--- src/rtl/fetch_responder.sv ---
// fetch_responder: instruction-side responder between fetch PC generation and
// the memory bus. It fetches 64-bit aligned words and keeps the most recent
// word in a one-entry line buffer, so the sibling instruction in the same word
// is returned without a bus transaction.
module fetch_responder #(
  parameter int ADDR_W = 64,
  parameter int BUS_W  = 64,
  parameter bit BUF_EN = 1'b1
) (
  input  logic              clk,
  input  logic              reset_n,
  input  logic              fetch_req,
  input  logic [ADDR_W-1:0] fetch_pc,
  input  logic              fetch_flush,
  input  logic              buf_inval,
  output logic              sig_recvd,
  output logic [31:0]       instr_out,
  output logic [ADDR_W-1:0] instr_pc,
  output logic              bus_req,
  output logic [ADDR_W-1:0] bus_addr,
  input  logic              bus_ack,
  input  logic              bus_respcyc,
  input  logic [BUS_W-1:0]  bus_resp,
  output logic              bus_respack
);

  localparam int TAG_W  = ADDR_W - 3;
  localparam int HALF_W = BUS_W / 2;

  typedef enum logic [1:0] {
    S_IDLE,
    S_REQ,
    S_WAIT,
    S_RESP
  } state_t;

  state_t              r_state;
  logic [ADDR_W-1:0]   r_pc;
  logic [ADDR_W-1:0]   r_bus_addr;
  logic                r_bus_req;
  logic                r_drop;
  logic                r_resp_valid;
  logic [31:0]         r_instr;
  logic [ADDR_W-1:0]   r_instr_pc;
  logic                r_buf_valid;
  logic [TAG_W-1:0]    r_buf_tag;
  logic [BUS_W-1:0]    r_buf_data;

  logic [TAG_W-1:0]    w_req_tag;
  logic                w_hit;
  logic                w_accept;
  logic                w_fill;
  logic                w_drop_now;

  // Pick one 32-bit instruction out of a bus word; sel=0 is the low half.
  function automatic logic [31:0] select_half(input logic [BUS_W-1:0] word,
                                              input logic             sel);
    logic [HALF_W-1:0] half;
    half = sel ? word[BUS_W-1:HALF_W] : word[HALF_W-1:0];
    return half[31:0];
  endfunction

  assign w_req_tag  = fetch_pc[ADDR_W-1:3];
  // A store seen this very cycle already disqualifies the buffered word.
  assign w_hit      = BUF_EN && r_buf_valid && (w_req_tag == r_buf_tag) && !buf_inval;
  assign w_accept   = (r_state == S_IDLE) && fetch_req && !fetch_flush;
  assign w_fill     = (r_state == S_WAIT) && bus_respcyc;
  // A flush arriving together with the response still cancels delivery.
  assign w_drop_now = r_drop || fetch_flush;

  assign sig_recvd   = r_resp_valid && !fetch_flush;
  assign instr_out   = r_instr;
  assign instr_pc    = r_instr_pc;
  assign bus_req     = r_bus_req;
  assign bus_addr    = r_bus_addr;
  assign bus_respack = w_fill;

  // Request/response sequencing with registered bus and instruction outputs.
  always_ff @(posedge clk or negedge reset_n) begin
    if (!reset_n) begin
      r_state      <= S_IDLE;
      r_pc         <= '0;
      r_bus_addr   <= '0;
      r_bus_req    <= 1'b0;
      r_drop       <= 1'b0;
      r_resp_valid <= 1'b0;
      r_instr      <= '0;
      r_instr_pc   <= '0;
    end else begin
      r_resp_valid <= 1'b0;
      case (r_state)
        S_IDLE: begin
          r_drop <= 1'b0;
          if (w_accept) begin
            if (w_hit) begin
              r_state      <= S_RESP;
              r_resp_valid <= 1'b1;
              r_instr      <= select_half(r_buf_data, fetch_pc[2]);
              r_instr_pc   <= fetch_pc;
            end else begin
              r_state    <= S_REQ;
              r_pc       <= fetch_pc;
              r_bus_addr <= {fetch_pc[ADDR_W-1:3], 3'b000};
              r_bus_req  <= 1'b1;
            end
          end
        end
        S_REQ: begin
          if (fetch_flush) begin
            r_drop <= 1'b1;
          end
          // bus_req and bus_addr stay put until the bus takes the request.
          if (bus_ack) begin
            r_bus_req <= 1'b0;
            r_state   <= S_WAIT;
          end
        end
        S_WAIT: begin
          if (bus_respcyc) begin
            if (w_drop_now) begin
              r_state <= S_IDLE;
              r_drop  <= 1'b0;
            end else begin
              r_state      <= S_RESP;
              r_resp_valid <= 1'b1;
              r_instr      <= select_half(bus_resp, r_pc[2]);
              r_instr_pc   <= r_pc;
            end
          end else if (fetch_flush) begin
            r_drop <= 1'b1;
          end
        end
        S_RESP: begin
          r_state <= S_IDLE;
          r_drop  <= 1'b0;
        end
        default: begin
          r_state   <= S_IDLE;
          r_bus_req <= 1'b0;
          r_drop    <= 1'b0;
        end
      endcase
    end
  end

  // Line buffer validity; an invalidate beats a fill in the same cycle.
  always_ff @(posedge clk or negedge reset_n) begin
    if (!reset_n) begin
      r_buf_valid <= 1'b0;
    end else if (buf_inval) begin
      r_buf_valid <= 1'b0;
    end else if (w_fill) begin
      r_buf_valid <= 1'b1;
    end
  end

  // Line buffer contents; qualified by r_buf_valid so no reset is needed.
  always_ff @(posedge clk) begin
    if (w_fill) begin
      r_buf_data <= bus_resp;
      r_buf_tag  <= r_pc[ADDR_W-1:3];
    end
  end

endmodule

--- config.mk ---
export PLATFORM = sky130hd
export DESIGN_NAME = fetch_responder
export DESIGN_NICKNAME = d
export VERILOG_FILES = /design/src/rtl/fetch_responder.sv
export SDC_FILE = /design/constraint.sdc
export NUM_CORES = 1
export LEC_CHECK = 0
export ABC_AREA = 1
export CORE_MARGIN = 2
export CORE_UTILIZATION = 51
export DETAILED_ROUTE_END_ITERATION = 8
export HOLD_SLACK_MARGIN = 0.06
export PLACE_DENSITY = 0.9
export SLEW_MARGIN = 20
export SYNTH_ARGS = -nofsm -noshare
export SYNTH_HDL_FRONTEND = slang
export SYNTH_SLANG_ARGS = --single-unit
--- constraint.sdc ---
create_clock -name clk -period 4.8 [get_ports clk]
set_input_delay 0.48 -clock clk [delete_from_list [all_inputs] [get_ports clk]]
set_output_delay 0.48 -clock clk [all_outputs]
set_load 0.01 [all_outputs]
# [After elaboration in Yosys (flattened, before gate mapping)]
# Cells that the tools add are included.
[word_totals] reg_bits=352 latch_bits=0 ram_bits=0 rom_bits=0 input_bits=135 output_inout_bits=163 elab_cells=74 memories=0
[classes] add_sub_neg=0 multipliers=0 div_mod_pow=0 n_lt_le_gt_ge=0 eq_ne=11 n_shift=0 mux=33 bitwise_logic=1 n_reduce_logical=18
[ops] op="$mux 64" n=4
[ops] op="$mux 32" n=6
[ops] op="$pmux 64 s2" n=1
[ops] op="$pmux 32 s2" n=1
[ops] op="$eq 61x61->1" n=1
[ops] op="$mux 1" n=12
[ops] op="$ne 2x2->1 const B" n=6
[ops] op="$mux 2" n=5
[ops] op="$pmux 2 s4" n=1
[ops] op="$logic_and 1x1->1" n=6
[ops] op="$reduce_and 3->1" n=2
[ops] op="$reduce_bool 2->1" n=3
[ops] op="$reduce_and 5->1" n=1
[ops] op="$eq 2x2->1 const B" n=2
[ops] op="$pmux 1 s2" n=2
[ops] op="$reduce_and 4->1" n=1
[ops] op="$ne 3x3->1 const B" n=1
[ops] op="$pmux 1 s3" n=1
[ops] op="$eq 2x1->1 const B" n=1
[ops] op="$logic_not 1->1" n=2
[ops] op="$logic_not 2->1" n=1
[ops] op="$reduce_or 2->1" n=1
[ops] op="$logic_or 1x1->1" n=1
[ops] op="$not 1->1" n=1

# [Logic depth before layout (Yosys ltp)]
# Gate-level depths: netlist (run 1).
[depth] ltp_word=6 mapped_depth=14

# [Least setup slack after synthesis (run 1)]
# No wires, ideal clock.
[synth_timing] kind="register -> register" startpoint="reg r_state[0]" endpoint="reg r_instr_pc[13] (netlist: instr_pc[13])" setup_ns=0.066 arrival_time_ns=3.588 required_ns=4.734 setup_slack_ns=1.146 path_stages_with_launch=10 n_path_buf=2 cell_sequence="dfrtp_1 > nor2_4 > inv_2 > nor2_4 > nand2_2 > nand2_2 > buf_4 > buf_2 > nand3_1 > nand2_1"
[synth_between] elab_chain_cells=5 elab_cells_between_ends=11 cone_classes="5 x eq/ne; 1 x mux; 5 x reduce/logical"
[synth_rtl] item="start, declared" line_no="37" source="state_t r_state;"
[synth_rtl] item="start signal, assigned" line_no="81" source="r_state <= S_IDLE;"
[synth_rtl] item="start signal, assigned" line_no="96" source="r_state <= S_RESP;"
[synth_rtl] item="start signal, assigned" line_no="101" source="r_state <= S_REQ;"
[synth_rtl] item="$logic_not 2->1" line_no="66, 91"
[synth_rtl] item="$logic_and 1x1->1 (2 in a row)" line_no="66" source="assign w_accept = (r_state == S_IDLE) && fetch_req && !fetch_flush;"
[synth_rtl] item="$ne 2x2->1 (no source line)"
[synth_rtl] item="$reduce_and 5->1 (no source line)"
[synth_rtl] item="end signal, assigned" line_no="99" source="r_instr_pc <= fetch_pc;"
[synth_rtl] item="end signal, assigned" line_no="127" source="r_instr_pc <= r_pc;"
[synth_rtl] item="end, declared" line_no="44" source="logic [ADDR_W-1:0] r_instr_pc;"
# Parallel ways exist; a longest one is shown, timed or not.
# A chain may end at the register's enable or synchronous reset.

# [Worst setup path after layout (run 1)]
[layout_timing] startpoint="reg r_state[0]" endpoint="out bus_respack"
[layout_between] elab_chain_cells=2
[layout_rtl] item="$eq 2x2->1" line_no="67" source="assign w_fill = (r_state == S_WAIT) && bus_respcyc;"
[layout_rtl] item="$logic_and 1x1->1" line_no="67"
[layout_rtl] item="end, declared" line_no="24" source="output logic bus_respack"
# Every way passes these cells.

==> results of run 1 <==
[worst paths after layout]
check | from | to | slack, ns | cells past startpoint
max in group asynchronous | reset_n | instr_pc[60]$_DFFE_PN0P_ | 3.56 | 2
hold reg to reg | r_pc[0]$_DFFE_PN0P_ | r_pc[0]$_DFFE_PN0P_ | 0.49 | 2
setup / recovery | r_state[0]$_DFFE_PN0P_ | bus_respack | 1.21 | 4
setup reg to reg | r_state[0]$_DFFE_PN0P_ | instr_pc[43]$_DFFE_PN0P_ | 1.77 | 7
hold / removal | reset_n | r_pc[37]$_DFFE_PN0P_ | 0.05 | 1
min in group clk | r_pc[0]$_DFFE_PN0P_ | r_pc[0]$_DFFE_PN0P_ | 0.49 | 2
[logic make-up after synthesis]
family,synth area share (%)
compound gates,9.19
xor+xnor,0.129
buf+inv,10.2
flops,58.4
other cells,0.0277
simple gates,22.0
[report_power, final]
| part | leakage [nW] | internal (mW) | total, mW | switching [mW] |
|---|---|---|---|---|
| clock network | 0.443 | 1.24 | 2.18 | 0.940 |
| logic | 3.86 | 1.84 | 3.99 | 2.15 |
| registers | 3.18 | 3.56 | 4.22 | 0.664 |
| total | 7.48 | 6.64 | 10.4 | 3.76 |
[metrics by stage]
stage	setup WS [ns]	hold slack, ns	instance area, um^2	cells
floorplan	1.15	0.184	13500	1528
global placement	1.36	0.472	16100	2016
detailed placement	1.27	0.480	16100	2016
CTS	1.17	0.108	17000	2068
global route	0.990	0.141	17100	2070
finish	1.21	0.0547	17100	2070
[state kept, by name, summed over array words and instances (netlist names)]
name          count
bus_addr          1
bus_req           1
instr_out        32
instr_pc         64
r_buf_data       64
r_buf_tag        61
r_buf_valid       1
r_drop            1
r_pc             63
r_resp_valid      1
r_state           2
[final cells by class]
type	count	area, um^2	area share [%]
Antenna cell	1	2.50	0.0147
Sequential cell	291	7910	46.4
Clock buffer	44	832	4.88
Tap cell	335	419	2.46
Inverter	123	462	2.71
Clock inverter	8	71.3	0.418
Multi-Input combinational cell	963	4300	25.2
Timing Repair Buffer	305	3070	18.0
[layer usage]
metal | GRT usage, % | up-vias | wire length [um]
li1 | - | 5340 | -
met1 | 36.7 | 5580 | 15500
met2 | 43.8 | 630 | 18600
met3 | 3.92 | 143 | 2870
met4 | 14.1 | 0 | 2230
met5 | 0 | - | 0
[cell usage in the layout (no fill, tap or decap), drive strengths merged]
master,n
o21ai,204
clkdlybuf4s50,293
o22ai,32
dfrtp,166
edfxtp,125
xnor2,2
conb,3
bufinv,1
buf,12
nand2,409
clkinv,7
clkbuf,44
inv,122
o31ai,1
nor2,113
clkinvlp,1
a21oi,3
nand3,196
diode,1
==> impl_results.md, run 1 <==
* CP cell instances: nor2_4, inv_2, nor2_4, clkdlybuf4s50_1
* Commonest cells post-synth: nand2_1 (404), nand3_1 (195), dfrtp_1 (166)
* GR Overflow Total at 0
* Data arrival, critical path at 3.11 ns
* Max-cap viol count at 0
* First-pass iteration count of the detailed router at 5
* Top-count cell post-synth: nand2_1
* Die area at 0.0278 mm^2
* DRT iter0 DRCs at 1,316
* Number of antenna violations at the first check in global routing at 1
* Fill cell count at 1,947
* GPL Wtd Cong at 0.848
* Setup bufs post-CTS at 0
* DRC Markers at 0
* Max stage delay on crit path at 0.67 ns
* Family with the most delay on the worst path: buffers and inverters
* Final count of negative-setup-slack endpoints at 0
* Num CTS Buffers at 29
* Critical-path top delay cell: clkdlybuf4s50_1
* Hold Path Class: input port to async pin
* Proportion of layout cells with a drive suffix above 1 at 4.90%
* Worst-Skew Late Latency at 0.54 ns
* Primary FF master, synth: dfrtp_1
* First-pass GRT wire length at 61.7 mm
* Power per cell area at 610 mW/mm^2
* Synth unique cells at 23
* Synth Register Bits at 291
* Critical-path maximum fanout at 38
* H-tree depth at 1
* Core ar. at 0.0261 mm^2
* Synthesized area per cell at 8.87 um^2
* Crit path kind: flop to output pin
* Post-DP HPWL at 24.7 mm
* Vias per cell at 5.65
* Area contributors post-synth: dfrtp_1 (31%), edfxtp_1 (28%), nand2_1 (11%)
* Cts hold-fix bufs at 0
* Average wire per standard cell at 18.9 um
* CTS clk-pin slew, worst paths at 0.06 ns
* Post-layout util at 65.5%
* CTS tree: yes
* Peak supply drop at 0.000472 V
* Post-Syn Instances at 1,526
* I/O Pins at 298
* PortBufs at 294
* Synth area leader: dfrtp_1
* Fmax at 278 MHz
* Pins Over Slew Limit at 0
* Routed WL at 39.1 mm
* Power, Total at 10.4 mW
* Vias in the first global route at 11,600
* Sum Neg Setup Slack at 0 ns
* RSZ-0062 raised after global routing: false
* Final Critical Period at 3.59 ns
* Top-area cell type share of the netlist area at 30.7%
* Period Utilization, post-route at 74.9%
* Worst Tran Pin Value at 1.12 ns
* Die Y-Extent at 167 um
* Status: complete, no violations
* Synth warn at 0
* Post-Syn Area at 0.0135 mm^2
* Worst path bufs/invs at 2
* Final hold viol count at 0
* Fin Clk Skew at 0.0122 ns
* CTS Buffer Depth at 3
* Leak at 7.48 nW
* Share of flip-flops with an asynchronous set or reset at 57.0%
* Worst slew margin at 25.0%
* Worst EP required at 4.32 ns
* Root Driver: clkbuf_16
* Sequential fraction of the synthesis area at 58.4%
* Area Growth Syn to Fin at 26.1%
* Post-synth EDFFs at 125
* CP Launch Type: flop
* Row cnt at 59
* Most frequent cell on the critical path: nor2_4
* Detailed-route via count at 11,700
* Clock sinks at 291
* Routed Antenna Nets at 0
* Nets@finish at 1,848
* Crit. End Element: output pin
* PostCTS Resize Cnt at 0
* Largest net degree at the start of global routing at 125
* GRT Total Usage at 27.4%
* Die Wd at 167 um
* Starting Density at 51.9%
(Power assumes the default switching activity.)
==> inputs of run 2 (changes only) <==
--- a/config.mk
+++ b/config.mk
@@ -7,10 +7,10 @@
 export LEC_CHECK = 0
 export ABC_AREA = 1
 export CORE_MARGIN = 2
-export CORE_UTILIZATION = 51
+export CORE_UTILIZATION = 46
 export DETAILED_ROUTE_END_ITERATION = 8
 export HOLD_SLACK_MARGIN = 0.06
-export PLACE_DENSITY = 0.9
+export PLACE_DENSITY = 0.87
 export SLEW_MARGIN = 20
 export SYNTH_ARGS = -nofsm -noshare
 export SYNTH_HDL_FRONTEND = slang
==> constraint.sdc (replaced) <==
create_clock -name clk -period 2.97 [get_ports clk]
set_input_delay 0.297 -clock clk [delete_from_list [all_inputs] [get_ports clk]]
set_output_delay 0.297 -clock clk [all_outputs]
set_load 0.01 [all_outputs]
==> run 2 against run 1 <==
Effect of this change:
- design area is 2.2% higher
- worst hold slack better by 0.24 ns
- cell count up 3.4%
- critical path type unchanged
- via count grew 0.92%
- largest power group unchanged
- worst setup slack lost 0.55 ns
- count of clock-buffer cells in the layout increased by 4
- clock skew down 0.0011 ns
- highest routed layer unchanged
- clock power grew 80%
- total power increased by 66%
==> impl_results.md, run 2 (synthesis results as in run 1) <==
* Peak supply drop at 0.000509 V
* Register area at 0.00791 mm^2
* Fmax at 432 MHz
* Die Wd at 175 um
* Status: complete, no violations
* Routed Antenna Nets at 0
* Worst EP required at 2.67 ns
* Worst-Skew Late Latency at 0.56 ns
* RSZ-0062 raised after global routing: false
* Root Driver: clkbuf_16
* Routed WL at 39.9 mm
* Final count of negative-setup-slack endpoints at 0
* Proportion of layout cells with a drive suffix above 1 at 6.09%
* First-pass iteration count of the detailed router at 5
* R2R Setup Slk at 0.67 ns
* CTS tree: yes
* Worst slew margin at 47.7%
* Max-cap viol count at 0
* Number of antenna violations at the first check in global routing at 0
* Sum Neg Setup Slack at 0 ns
* Data arrival, critical path at 2.02 ns
* GR Overflow Total at 0
* Layout Cell Area excl Fill at 0.0174 mm^2
* Max stage delay on crit path at 0.60 ns
* Critical-path maximum fanout at 5
* Num CTS Buffers at 31
* Final Critical Period at 2.31 ns
* Largest net degree at the start of global routing at 83
* CTS clk-pin slew, worst paths at 0.06 ns
* Nets@finish at 1,866
* DRT iter0 DRCs at 1,181
* Leak at 7.66 nW
* CP cell instances: inv_2, nor2_4, inv_2, nor2_4, clkdlybuf4s50_1
* Final Hold Slack at 0.292 ns
* CP Launch Type: flop
* DP Area at 0.0164 mm^2
* Hold Path Class: input port to async pin
* Most frequent cells in the layout: nand2_1 (404), clkdlybuf4s50_1 (293), nand3_1 (194)
* Post-DP HPWL at 26.0 mm
* Worst path bufs/invs at 3
* Vias per cell at 5.51
* Setup bufs post-CTS at 0
* Detailed-route via count at 11,800
* Most common cell after layout, fill and taps aside: nand2_1
* Fin Clk Skew at 0.0110 ns
* I/O Pins at 298
* PortBufs at 294
* Starting Density at 46.9%
* Multi-input combinational cell area at 0.00428 mm^2
* Family with the most delay on the worst path: buffers and inverters
* Power per cell area at 993 mW/mm^2
* Critical-path top delay cell: clkdlybuf4s50_1
* Average wire per standard cell at 18.6 um
* Clock sinks at 291
* DRC Markers at 0
* Die Y-Extent at 175 um
* Pins Over Slew Limit at 0
* Core ar. at 0.0289 mm^2
* Worst Tran Pin Value at 0.784 ns
* Power, Total at 17.3 mW
* Final hold viol count at 0
* Crit. End Element: output pin
* Die area at 0.0308 mm^2
* H-tree depth at 1
* Crit path kind: flop to output pin
* First-pass GRT wire length at 63.3 mm
* Fill cell count at 2,341
* Ant. Diodes at 0
* Period Utilization, post-route at 77.9%
* GPL Wtd Cong at 0.844
* GRT Total Usage at 25.8%
* Vias in the first global route at 11,800
* Post-layout util at 60.4%
* Area Growth Syn to Fin at 28.9%
* CTS Buffer Depth at 3
* Row cnt at 62
## run 2: repair_timing
item | CTS | global route
hold buffers | 1 | 0
gates resized for setup | 0 | 0
endpoints found under the hold margin | 61 | 0
## run 2: power by group
group | internal (mW) | switching, mW | total [mW] | leakage, nW
clock | 2.32 | 1.60 | 3.93 | 0.510
combinational | 3.09 | 3.48 | 6.57 | 3.97
sequential | 5.75 | 1.06 | 6.81 | 3.18
## run 2: routing by layer
layer	part of all wire, %	GRT usage [%]	vias to the layer above
li1	-	-	5375
met1	39	33.1	5619
met2	47	41.1	648
met3	7.8	4.76	158
met4	6.1	14.9	0
met5	0	0	-
## run 2: area by class of cell
type | count | area share, %
Tap cell | 384 | 2.76
Timing Repair Buffer | 321 | 18.7
Inverter | 123 | 2.65
Multi-Input combinational cell | 963 | 24.6
Clock buffer | 48 | 5.34
Clock inverter | 10 | 0.624
Sequential cell | 291 | 45.4
## run 2: worst register-to-register path, cell delays in order (launching register included)
cell and delay (ns):
edfxtp_1 0.38, nand2_1 0.08, nand2_1 0.05, nor2_1 0.19, nand2_1 0.08, nor2_1 0.30, nand2_1 0.12, nor2_2 0.20
nand2_2 0.12, nand2_4 0.27, buf_12 0.26, nand2_1 0.10, o21ai_1 0.09
## run 2: metrics by stage
stage | setup slack, ns | cells
after CTS | 0.608 | 2140
after global placement | 0.239 | 2081
after detailed placement | 0.170 | 2081
after global routing | 0.455 | 2140
final | 0.657 | 2140
after floorplan | -0.658 | 1528
## run 2: worst paths after layout
path / startpoint / endpoint / cells after the start
min in group clk: buf_inval / r_buf_valid$_DFFE_PN0P_ / 2
max in group asynchronous: reset_n / r_pc[23]$_DFFE_PN0P_ / 3
hold reg to reg: r_pc[0]$_DFFE_PN0P_ / r_pc[0]$_DFFE_PN0P_ / 2
setup reg to reg: r_buf_tag[10]$_DFFE_PP_ / r_pc[7]$_DFFE_PN0P_ / 12
setup / recovery: r_state[1]$_DFFE_PN0P_ / bus_respack / 5
hold / removal: reset_n / r_resp_valid$_DFF_PN0_ / 2
